==> src/rtl/ccd_cds_sampler.sv <==
// Correlated-double-sampling controller: watches CCD phase lines, requests a reset
// and a signal conversion per pixel, and streams the clamped difference.
module ccd_cds_sampler #(
  parameter int ADC_W       = 12,
  parameter int PIXELS      = 2051,
  parameter int SETTLE_CYC  = 8,
  parameter int ADC_TIMEOUT = 255
) (
  input  logic             clk,
  input  logic             rst_n,
  input  logic             enable,
  input  logic             phi_p,
  input  logic             phi_r,
  input  logic             phi_l1,
  output logic             adc_start,
  input  logic             adc_valid,
  input  logic [ADC_W-1:0] adc_data,
  output logic [ADC_W-1:0] pix_data,
  output logic             pix_valid,
  input  logic             pix_ready,
  output logic             pix_last,
  output logic             frame_active,
  input  logic             err_clr,
  output logic             overflow,
  output logic             seq_err,
  output logic             timeout_err
);

  localparam int CNT_W = $clog2(PIXELS + 1);
  localparam logic [2:0] S_IDLE   = 3'd0;
  localparam logic [2:0] S_WAIT   = 3'd1;
  localparam logic [2:0] S_SET_R  = 3'd2;
  localparam logic [2:0] S_SET_S  = 3'd3;
  localparam logic [2:0] S_CONV_R = 3'd4;
  localparam logic [2:0] S_CONV_S = 3'd5;
  localparam logic [CNT_W-1:0] LAST_IDX   = CNT_W'(PIXELS - 1);
  localparam logic [CNT_W-1:0] FULL_CNT   = CNT_W'(PIXELS);
  localparam logic [7:0]       SETTLE_END = 8'(SETTLE_CYC - 1);
  localparam logic [9:0]       TMO_END    = 10'(ADC_TIMEOUT - 1);

  // Phase bits ordered {phi_p, phi_r, phi_l1}.
  logic [2:0]       ph_q, ph_d, ph_prev_q, ph_prev_d;
  logic [2:0]       state_q, state_d;
  logic [7:0]       settle_q, settle_d;
  logic [9:0]       tmo_q, tmo_d;
  logic [CNT_W-1:0] pix_cnt_q, pix_cnt_d;
  logic             have_ref_q, have_ref_d;
  logic [ADC_W-1:0] ref_q, ref_d;
  logic             adc_start_q, adc_start_d;
  logic             pix_valid_q, pix_valid_d;
  logic [ADC_W-1:0] pix_data_q, pix_data_d;
  logic             pix_last_q, pix_last_d;
  logic             frame_active_q, frame_active_d;
  logic             overflow_q, overflow_d;
  logic             seq_err_q, seq_err_d;
  logic             timeout_err_q, timeout_err_d;

  logic             fs, re, se, done, push, accept;
  logic             ovf_set, seq_set, tmo_set;
  logic signed [ADC_W:0] diff;
  logic [ADC_W-1:0] pix_calc;

  // Stream handshake: a pixel transfers on any rising clk edge where pix_valid and
  // pix_ready are both high; pix_data/pix_last hold steady until that transfer.
  always_comb begin
    ph_d      = {phi_p, phi_r, phi_l1};
    ph_prev_d = ph_q;
    fs        = ph_prev_q[2] & ~ph_q[2];
    re        = ph_prev_q[1] & ~ph_q[1];
    se        = ~ph_prev_q[0] & ph_q[0];
    done      = (pix_cnt_q == FULL_CNT);
    accept    = pix_valid_q & pix_ready;

    diff      = $signed({1'b0, ref_q}) - $signed({1'b0, adc_data});
    pix_calc  = diff[ADC_W] ? '0 : diff[ADC_W-1:0];

    state_d        = state_q;
    settle_d       = settle_q;
    tmo_d          = tmo_q;
    pix_cnt_d      = pix_cnt_q;
    have_ref_d     = have_ref_q;
    ref_d          = ref_q;
    adc_start_d    = 1'b0;
    pix_valid_d    = pix_valid_q & ~pix_ready;
    pix_data_d     = pix_data_q;
    pix_last_d     = accept ? 1'b0 : pix_last_q;
    frame_active_d = (accept && pix_last_q) ? 1'b0 : frame_active_q;
    push           = 1'b0;
    ovf_set        = 1'b0;
    seq_set        = 1'b0;
    tmo_set        = 1'b0;

    if (!enable) begin
      state_d    = S_IDLE;
      have_ref_d = 1'b0;
    end else if (fs) begin
      state_d        = S_WAIT;
      pix_cnt_d      = '0;
      have_ref_d     = 1'b0;
      frame_active_d = 1'b1;
      settle_d       = '0;
      tmo_d          = '0;
    end else begin
      case (state_q)
        S_WAIT: begin
          if (!done) begin
            if (re) begin
              state_d  = S_SET_R;
              settle_d = '0;
            end else if (se && have_ref_q) begin
              state_d  = S_SET_S;
              settle_d = '0;
            end
          end
        end
        S_SET_R, S_SET_S: begin
          seq_set = (re | se) & ~done;
          if (settle_q == SETTLE_END) begin
            adc_start_d = 1'b1;
            tmo_d       = '0;
            state_d     = (state_q == S_SET_R) ? S_CONV_R : S_CONV_S;
          end else begin
            settle_d = settle_q + 1'b1;
          end
        end
        S_CONV_R, S_CONV_S: begin
          seq_set = (re | se) & ~done;
          if (adc_valid) begin
            state_d = S_WAIT;
            if (state_q == S_CONV_R) begin
              ref_d      = adc_data;
              have_ref_d = 1'b1;
            end else begin
              push       = 1'b1;
              have_ref_d = 1'b0;
            end
          end else if (tmo_q == TMO_END) begin
            tmo_set    = 1'b1;
            have_ref_d = 1'b0;
            state_d    = S_WAIT;
          end else begin
            tmo_d = tmo_q + 1'b1;
          end
        end
        default: state_d = S_IDLE;
      endcase
    end

    // A dropped pixel still consumes its index so pix_last stays aligned to the frame.
    if (push) begin
      pix_cnt_d = pix_cnt_q + 1'b1;
      if (!pix_valid_q || accept) begin
        pix_valid_d = 1'b1;
        pix_data_d  = pix_calc;
        pix_last_d  = (pix_cnt_q == LAST_IDX);
      end else begin
        ovf_set = 1'b1;
      end
    end

    overflow_d    = (overflow_q & ~err_clr) | ovf_set;
    seq_err_d     = (seq_err_q & ~err_clr) | seq_set;
    timeout_err_d = (timeout_err_q & ~err_clr) | tmo_set;
  end

  always_ff @(posedge clk or negedge rst_n) begin
    if (!rst_n) begin
      ph_q           <= '0;
      ph_prev_q      <= '0;
      state_q        <= S_IDLE;
      settle_q       <= '0;
      tmo_q          <= '0;
      pix_cnt_q      <= '0;
      have_ref_q     <= 1'b0;
      ref_q          <= '0;
      adc_start_q    <= 1'b0;
      pix_valid_q    <= 1'b0;
      pix_data_q     <= '0;
      pix_last_q     <= 1'b0;
      frame_active_q <= 1'b0;
      overflow_q     <= 1'b0;
      seq_err_q      <= 1'b0;
      timeout_err_q  <= 1'b0;
    end else begin
      ph_q           <= ph_d;
      ph_prev_q      <= ph_prev_d;
      state_q        <= state_d;
      settle_q       <= settle_d;
      tmo_q          <= tmo_d;
      pix_cnt_q      <= pix_cnt_d;
      have_ref_q     <= have_ref_d;
      ref_q          <= ref_d;
      adc_start_q    <= adc_start_d;
      pix_valid_q    <= pix_valid_d;
      pix_data_q     <= pix_data_d;
      pix_last_q     <= pix_last_d;
      frame_active_q <= frame_active_d;
      overflow_q     <= overflow_d;
      seq_err_q      <= seq_err_d;
      timeout_err_q  <= timeout_err_d;
    end
  end

  assign adc_start    = adc_start_q;
  assign pix_valid    = pix_valid_q;
  assign pix_data     = pix_data_q;
  assign pix_last     = pix_last_q;
  assign frame_active = frame_active_q;
  assign overflow     = overflow_q;
  assign seq_err      = seq_err_q;
  assign timeout_err  = timeout_err_q;

endmodule

==> config.mk <==
export PLATFORM = sky130hd
export DESIGN_NAME = ccd_cds_sampler
export DESIGN_NICKNAME = d
export VERILOG_FILES = /design/src/rtl/ccd_cds_sampler.sv
export SDC_FILE = /design/constraint.sdc
export NUM_CORES = 1
export LEC_CHECK = 0
export ABC_CLOCK_PERIOD_IN_PS = 2400
export BUFFER_PORTS_ARGS = -buffer_cell sky130_fd_sc_hd__clkbuf_2
export CORE_MARGIN = 10
export CORE_UTILIZATION = 45
export CTS_CLUSTER_SIZE = 10
export DETAILED_ROUTE_END_ITERATION = 12
export GPL_TIMING_DRIVEN = 0
export PLACE_DENSITY_LB_ADDON = 0.25
export SYNTH_ARGS = -nofsm -noshare
export SYNTH_HDL_FRONTEND = slang
export SYNTH_SLANG_ARGS = --single-unit
==> constraint.sdc <==
create_clock -name clk -period 2.4 [get_ports clk]
set_input_delay 0.6 -clock clk [delete_from_list [all_inputs] [get_ports clk]]
set_output_delay 0.6 -clock clk [all_outputs]
set_load 0.05 [all_outputs]
### Word level (Yosys, flattened, before mapping)

Index checks and enable logic that the tools add are counted.

* add/sub/neg operators: 4
* equal/unequal tests: 21
* muxes and demuxes: 58
* bitwise gates (word level): 20
* reduce and logical (&&, ||, !) cells: 18

Operators with widths (count)
* 2-to-1 mux 12 bit: 4
* 2-to-1 mux 10 bit: 4
* 2-to-1 mux 8 bit: 5
* 2-to-1 mux 1 bit: 34
* == test 12 bit, second input constant: 2
* 2-to-1 mux 3 bit: 8
* one-hot mux 10 bit (2 select lines): 1
* one-hot mux 8 bit (2 select lines): 1
* != test 3 bit, second input constant: 5
* AND reduction 5 bit: 3
* subtractor 12 x 12 -> 13 bit: 1
* adder 12 x 1 -> 12 bit, second input constant: 1
* != test 4 bit, second input constant: 3
* adder 10 x 1 -> 10 bit, second input constant: 1
* == test 10 x 8 -> 1 bit, second input constant: 1
* != test 5 bit, second input constant: 2
* bitwise AND 1 bit: 9
* one-hot mux 3 bit (3 select lines): 1
* adder 8 x 1 -> 8 bit, second input constant: 1
* == test 8 x 3 -> 1 bit, second input constant: 1
* inverter 1 bit: 7
* == test 3 x 2 -> 1 bit, second input constant: 2
* == test 3 bit, second input constant: 2
* AND reduction 2 bit: 3
* other kinds (12): 19

* flip-flop bits (word level): 71
* input bits: 21
* output and inout port bits: 19

### Longest topological paths before layout

Gate-level depths: netlist of run 1.

* word-level depth: 9
* gate-level depth with buffers: 10
* mapped depth without buffers: 10

### Least setup slack after synthesis of run 1

Ideal clock, no wire load.

* path kind: input -> register
* start point: input port adc_data[0]
* end point: register pix_data_q[10] (netlist: pix_data[10])
* arrival time: 2388 ps
* slack: -109 ps
* stages on the path: 9
* buffers on the path: 0
* cells stage by stage: ha_1 > inv_1 > fa_1 > a211oi_1 > o211ai_1 > a31oi_1 > o21bai_1 > nor2_1 > a22o_1

* cells in the longest elaborated chain, start to end: 2

Ends and longest elaborated chain
* from (decl): line 17 `input logic [ADC_W-1:0] adc_data,`
* subtractor 12 x 12 -> 13 bit: line 74 `diff = $signed({1'b0, ref_q}) - $signed({1'b0, adc_data});`
* 2-to-1 mux 12 bit: line 75 `pix_calc = diff[ADC_W] ? '0 : diff[ADC_W-1:0];`
* to (signal assigned): line 195 `pix_data_q <= pix_data_d;`
* to (decl): line 51 `logic [ADC_W-1:0] pix_data_q, pix_data_d;`

Every way passes these cells.
A chain may end at the register's enable or synchronous reset.

### Worst setup path in the final report of run 1

* start point: register settle_q[4]
* end point: register tmo_q[9]

* cells in the longest elaborated chain, start to end: 3

Ends and longest elaborated chain
* from (decl): line 44 `logic [7:0] settle_q, settle_d;`
* from (signal assigned): line 188 `settle_q <= settle_d;`
* == test 8 x 3 -> 1 bit: line 118 `if (settle_q == SETTLE_END) begin`
* != test 3 bit (no line)
* AND reduction 5 bit (no line)
* to (signal assigned): line 189 `tmo_q <= tmo_d;`
* to (decl): line 45 `logic [9:0] tmo_q, tmo_d;`

Every way passes these cells.

==> results.md, run 1 <==
* Status: completed
* Core Util, Final at 54.8%
* Worst skew pair latency at 340 ps
* Crit-path slowest cell: or4_4
* Std cell rows at 33
* Period utilization at 96.1%
* Synth unique cells at 59
* Reg2Reg Depth at 6
* P per Cell Area at 548 nW/um2
* Total of max-cap violations at 0
* Worst r2r src: settle_q[4]
* Initial antenna violation count at 0
* CP Data Arrival Time at 2570 ps
* Layout Nets at 504
* Filler instances at 747
* Synthesized instance count at 406
* Port Buf Inserts at 39
* Fin crit period at 2310 ps
* Most frequent cells in the layout: dfrtp_1 (71), nand2_1 (54), o21ai_0 (48)
* Startpoint Class: register
* Register bit total from synthesis at 71
* Routed Antenna Nets at 0
* Met2 Usage GRT at 22.7%
* Avg Cell Area, Syn at 9.47 um2
* Crit path kind: reg -> reg
* DR vias at 3246
* Post-synth EDFFs at 0
* Logic pwr share at 10.3%
* Final setup margin at 93.3 ps
* Post-synthesis sequential area ratio at 46.2%
* Most common cell after layout, fill and taps aside: dfrtp_1
* FF+latch area at about 1800 um2
* DRC Markers at 0
* Pint at 1.87 mW
* CTS H-tree lvls at 3
* R2r setup slk at a little over 90 ps
* Bufs on Longest Clock Path at 2
* Ys Warns at 0
* Crit path from: settle_q[4]
* Full die area at 12600 um2
* Wirelength per Cell at 15.6 um
* Sw Ratio at between 20% and 30%
* CP max FO at 8
* Starting Density at 46.6%
* Vias in the first global route at 3273
* Setup TNS at 0 ps
* Clock network fraction of total power at about two fifths
* Final RePlAce weighted congestion at about 0.87
* Worst-Margin Slew at 689 ps
* Hpwl dp at 6490 um
* Remaining global-route overflow at 0
* Footprint of the multi-input gates at about 2000 um2
* Final Hold Viols at 0
* Max incr delay on CP at between 500 and 600 ps
* Finish-stage setup viols at 0
* Clk root buf: clkbuf_8
* Critical path, cell by cell: or4_4 -> o31a_4 -> o21ai_4 -> nand3_4 -> or4_1 -> a21oi_1
* Sw power at 0.608 mW
* Prevailing post-synth register cell: dfrtp_1
* Async SR Flop Fraction at 100%
* Largest net degree at the start of global routing at 47
* Ant. Diodes at 0
* I/O pins at 40
* CTS tree: done
* Core area at 8260 um2
* Crit path to: tmo_q[9]
* Drt via density at 5.66
* Final WL at 8930 um
* Final instance area at 4520 um2
* FMAX at ~430 MHz
* Leak at 2.14 nW
* Seq pwr share at 49.6%
* Cell area after synthesis at 3850 um2
* Area grow syn2layout at 17.6%
* First-iteration detailed-routing DRC count at 100
* Drt first pass iters at 5
* Share of cells above drive strength 1 at 18.2%
* GR Util met3 at 3.09%
* Most Used Layer, Global Route: met2
* Net Count, Synth at 447
* Slew Viols, Final at 0
* FF-to-FF End: tmo_q[9]
* DP Area at around 4200 um2
* Cts bufs inserted at 9
* Cts hold-fix bufs at 0
* Met1 usage at about 18%
* Clock transition at the registers of the reported paths at 70 ps
* Slew Limit Headroom at between 50% and 60%
* Total power at roughly 2.5 mW
* Critical path capture point type: register
* Hold WC Path Type: in -> async
* Global-route wire length before repair at about 15000 um
* Setup Skew at 7.73 ps
* Die Height at 112 um
* Worst vdd ir at 0.000312 V
* Overall global routing resource usage at roughly 14%
* Horiz. Die Dim at ~110 um
* Clock Sinks at 71
* Critical Path RT at 2670 ps
* Pre-CTS setup slack at -371 ps
-- cells in the mapped netlist (all sizes together) (4+ instances only) --
master  number  area, um2
xnor2        6       52.6
nand4        9       56.3
nand2       55        206
o31ai       12       90.1
dfrtp       71       1780
ha          19        238
o21ai       49        257
clkbuf      10       37.5
a22o         7       61.3
nor2        16       60.1
inv         22       82.6
o21a         5       37.5
xor2         6       52.6
nor2b        7       43.8
nor4         4       31.3
a21o         6       45.0
a31oi        5       31.3
nor3         8       45.0
nand3       18        103
nand2b       7       43.8
and3         8       50.1
a21oi       13       65.1
-- worst min path at each step --
stage / end / slack, ps / start
6_report: settle_q[6] / 200 / rst_n
2_1_floorplan: adc_start / 300 / rst_n
4_1_cts: settle_q[6] / 210 / rst_n
5_1_grt: settle_q[6] / 220 / rst_n
3_5_place_dp: ph_prev_q[1] / 360 / ph_prev_d[1]
3_3_place_gp: ph_prev_q[1] / 360 / ph_prev_d[1]
-- cell type report --
cell class | count | share of cell area, %
Multi-Input combinational cell | 302 | 44.2
Inverter | 22 | 1.83
Sequential cell | 71 | 39.3
Clock inverter | 3 | 0.885
Tap cell | 105 | 2.90
Buffer | 9 | 0.885
Clock buffer | 13 | 3.73
Timing Repair Buffer | 48 | 6.31
-- layer usage --
metal / share of wire, % / vias up
met1: 46 / 1584
met5: 0 / -
li1: - / 1586
met3: 3.7 / 16
met4: 2.2 / 0
met2: 48 / 60
-- cell families (layout without fill, tap and decap cells) --
group                      after synthesis  count (layout)  share of synthesized area (%)
buffers and inverters                   33              95                           3.25
DFF                                     71              71                           46.2
and+or+nand+nor                        149             149                           20.2
xor gates and xnor gates                12              12                           2.73
AOI/OAI and AO/OA                      119             119                           20.4
muxes                                    2               2                          0.553
adders and majority gates               20              20                           6.70
-- per-stage QoR --
stage | hold slack (ps) | cells
after floorplan | 304 | 406
after CTS | 211 | 566
after detailed placement | 362 | 551
after global routing | 223 | 573
after global placement | 358 | 550
final | 202 | 573
-- power groups by stage --
stage | Combinational [mW] | Clock [mW] | Sequential [mW]
finish | 0.255 | 0.995 | 1.23
global route | 0.288 | 1.06 | 1.23
CTS | 0.248 | 1.01 | 1.23
detailed placement | 0.244 | 0 | 1.25
global placement | 0.234 | 0 | 1.25
floorplan | 0.152 | 0 | 1.25
-- critical path: cells and delay by family (launching register included) --
kind / cells / cell delay (ps)
simple gates: 3 / 1170
flops: 1 / 400
compound gates: 3 / 660
-- sequential cells by signal, summed over array words and instances (netlist names) --
| signal | flops |
|---|---|
| adc_start | 1 |
| frame_active | 1 |
| have_ref_q | 1 |
| overflow | 1 |
| ph_prev_d | 3 |
| ph_prev_q | 3 |
| pix_cnt_q | 12 |
| pix_data | 12 |
| pix_last | 1 |
| pix_valid | 1 |
| ref_q | 12 |
| seq_err | 1 |
| settle_q | 8 |
| state_q | 3 |
| timeout_err | 1 |
| tmo_q | 10 |
-- what timing repair did --
action / 4_1_cts / 5_1_grt
buffers inserted: 0 / 8
resized for setup: 8 / 6
endpoints found under the setup margin: 15 / 16
endpoints found under the hold margin: 0 / 0
pin swaps: 2 / 4
(Power assumes the default switching activity.)
==> run 2: changes to the inputs <==
--- a/config.mk
+++ b/config.mk
@@ -7,6 +7,7 @@
 export LEC_CHECK = 0
 export ABC_CLOCK_PERIOD_IN_PS = 2400
 export BUFFER_PORTS_ARGS = -buffer_cell sky130_fd_sc_hd__clkbuf_2
+export CORE_ASPECT_RATIO = 0.75
 export CORE_MARGIN = 10
 export CORE_UTILIZATION = 45
 export CTS_CLUSTER_SIZE = 10
==> run 2 against run 1 <==
  * Largest power group unchanged
  * Critical path depth up 4
  * Via count about the same
  * First-iteration DRC count rose by 82%
==> results.md, run 2 (synthesis gave the netlist of run 1 again) <==
* Placed insts at 554
* Fin crit period at 2340 ps
* Setup Skew at 7.59 ps
* Drt first pass iters at 5
* Total power at 2.69 mW
* Setup TNS at 0 ps
* Status: completed
* Wirelength per Cell at roughly 16 um
* Clk root buf: clkbuf_16
* Leak at 2.16 nW
* Slew Viols, Final at 0
* Bufs on Longest Clock Path at 2
* CP Data Arrival Time at between 2000 and 3000 ps
* Drt via density at 5.63
* Port Buf Inserts at 39
* DRC Markers at 0
* Post-route insts no fill at 576
* Period utilization at 97.6%
* Crit path kind: reg -> reg
* Starting Density at 45.9%
* Layout Nets at 506
* Horiz. Die Dim at 127 um
* Hold WC Path Type: in -> async
* Overall global routing resource usage at 14.4%
* Total of max-cap violations at 0
* DR vias at ~3200
* Startpoint Class: register
* Most common cell after layout, fill and taps aside: dfrtp_1
* Most frequent cells in the layout: dfrtp_1 (71), nand2_1 (54), o21ai_0 (48)
* Final hold slack at 181 ps
* Final Hold Viols at 0
* Worst skew pair latency at approximately 330 ps
* Routed Antenna Nets at 0
* RSZ-0062 raised after global routing: yes
* Clock transition at the registers of the reported paths at 50 ps
* CTS tree: done
* Critical path capture point type: register
* I/O pins at 40
* Finish-stage setup viols at 0
* Slew Limit Headroom at 55.4%
* Worst-Margin Slew at 668 ps
* Max incr delay on CP at 390 ps
* Vias in the first global route at ~3200
* Crit-path slowest cell: fa_2
* Global-route wire length before repair at approximately 15000 um
* CP max FO at 4
* Largest net degree at the start of global routing at 53
* First-iteration detailed-routing DRC count at approximately 180
* Initial antenna violation count at 0
* Hpwl dp at 6370 um
* CTS H-tree lvls at 3
* Cts hold-fix bufs at 0
* P per Cell Area at 586 nW/um2
* Die Height at 100 um
* Critical path, cell by cell: inv_2 -> ha_2 -> inv_1 -> fa_2 -> a211oi_2 -> o211ai_1 -> a31oi_1 -> o21bai_4 -> nor2_4 -> a22o_1
* Full die area at 12700 um2
* Remaining global-route overflow at 0
* FMAX at approximately 430 MHz
* Std cell rows at 29
* Share of cells above drive strength 1 at between 15 and 20%
* Core area at 8380 um2
* Critical Path RT at 2610 ps
* Worst vdd ir at approximately 0.00035 V
* Area grow syn2layout at 19.5%
* Final WL at 8980 um
* Clock Sinks at 71
* Core Util, Final at 54.8%
* Cts bufs inserted at 9
* Final RePlAce weighted congestion at 0.865
* Ant. Diodes at 0
==> run 2: what timing repair did <==
| action | in CTS | in global routing |
|---|---|---|
| gates resized for setup | 6 | 6 |
| buffers inserted | 1 | 9 |
| pin swaps | 3 | 7 |
| setup endpoints to repair | 12 | 16 |
==> run 2: final timing paths <==
check,startpoint,endpoint,slack [ps],cells past startpoint
worst max register to register,ref_q[0],pix_data[10],60,10
max in group asynchronous,rst_n,ref_q[8],1670,2
worst min-delay path,rst_n,frame_active,180,1
min in group clk,phi_l1,ph_prev_d[0],370,1
worst max-delay path,ref_q[0],pix_data[10],60,10
worst min register to register,ph_prev_d[1],ph_prev_q[1],380,0
==> run 2: power by group <==
group	leakage (nW)	switching, mW	internal, mW
sequential	0.972	0.0161	1.22
combinational	1.05	0.159	0.0958
clock	0.132	0.464	0.742
total	2.16	0.639	2.05
==> run 2: metal layers <==
metal	share of wire, %	GRT usage, %	up-vias	routed length (um)
li1	-	-	1596	-
met1	51	19.4	1597	4610
met2	45	21.9	44	4020
met3	3.2	4.53	7	287
met4	0.71	3.23	0	64
met5	0	0	-	0
==> run 2: worst max-delay path: cells and delay by family, from the launching register on <==
family | cells | cell delay [ps]
simple gates | 1 | 70
flops | 1 | 380
fa+ha+maj | 2 | 550
compound gates | 5 | 1110
buf+inv | 2 | 110
==> run 2: through the flow <==
step           cell area, um2  setup WS (ps)
2_1_floorplan            3850           32.0
3_3_place_gp             4190           -375
3_5_place_dp             4220           -403
4_1_cts                  4520           2.71
5_1_grt                  4600          -63.5
6_report                 4600           56.6
==> run 2: layout make-up <==
class                      instances  area (um2)
multi-input combinational        302        2000
inverter                          22        82.6
clock inverter                     1        5.00
clock buffer                      13         260
timing repair buffer              50         300
fill                             772        3780
buffer                             9        37.5
sequential                        71        1780
tap                              108         135
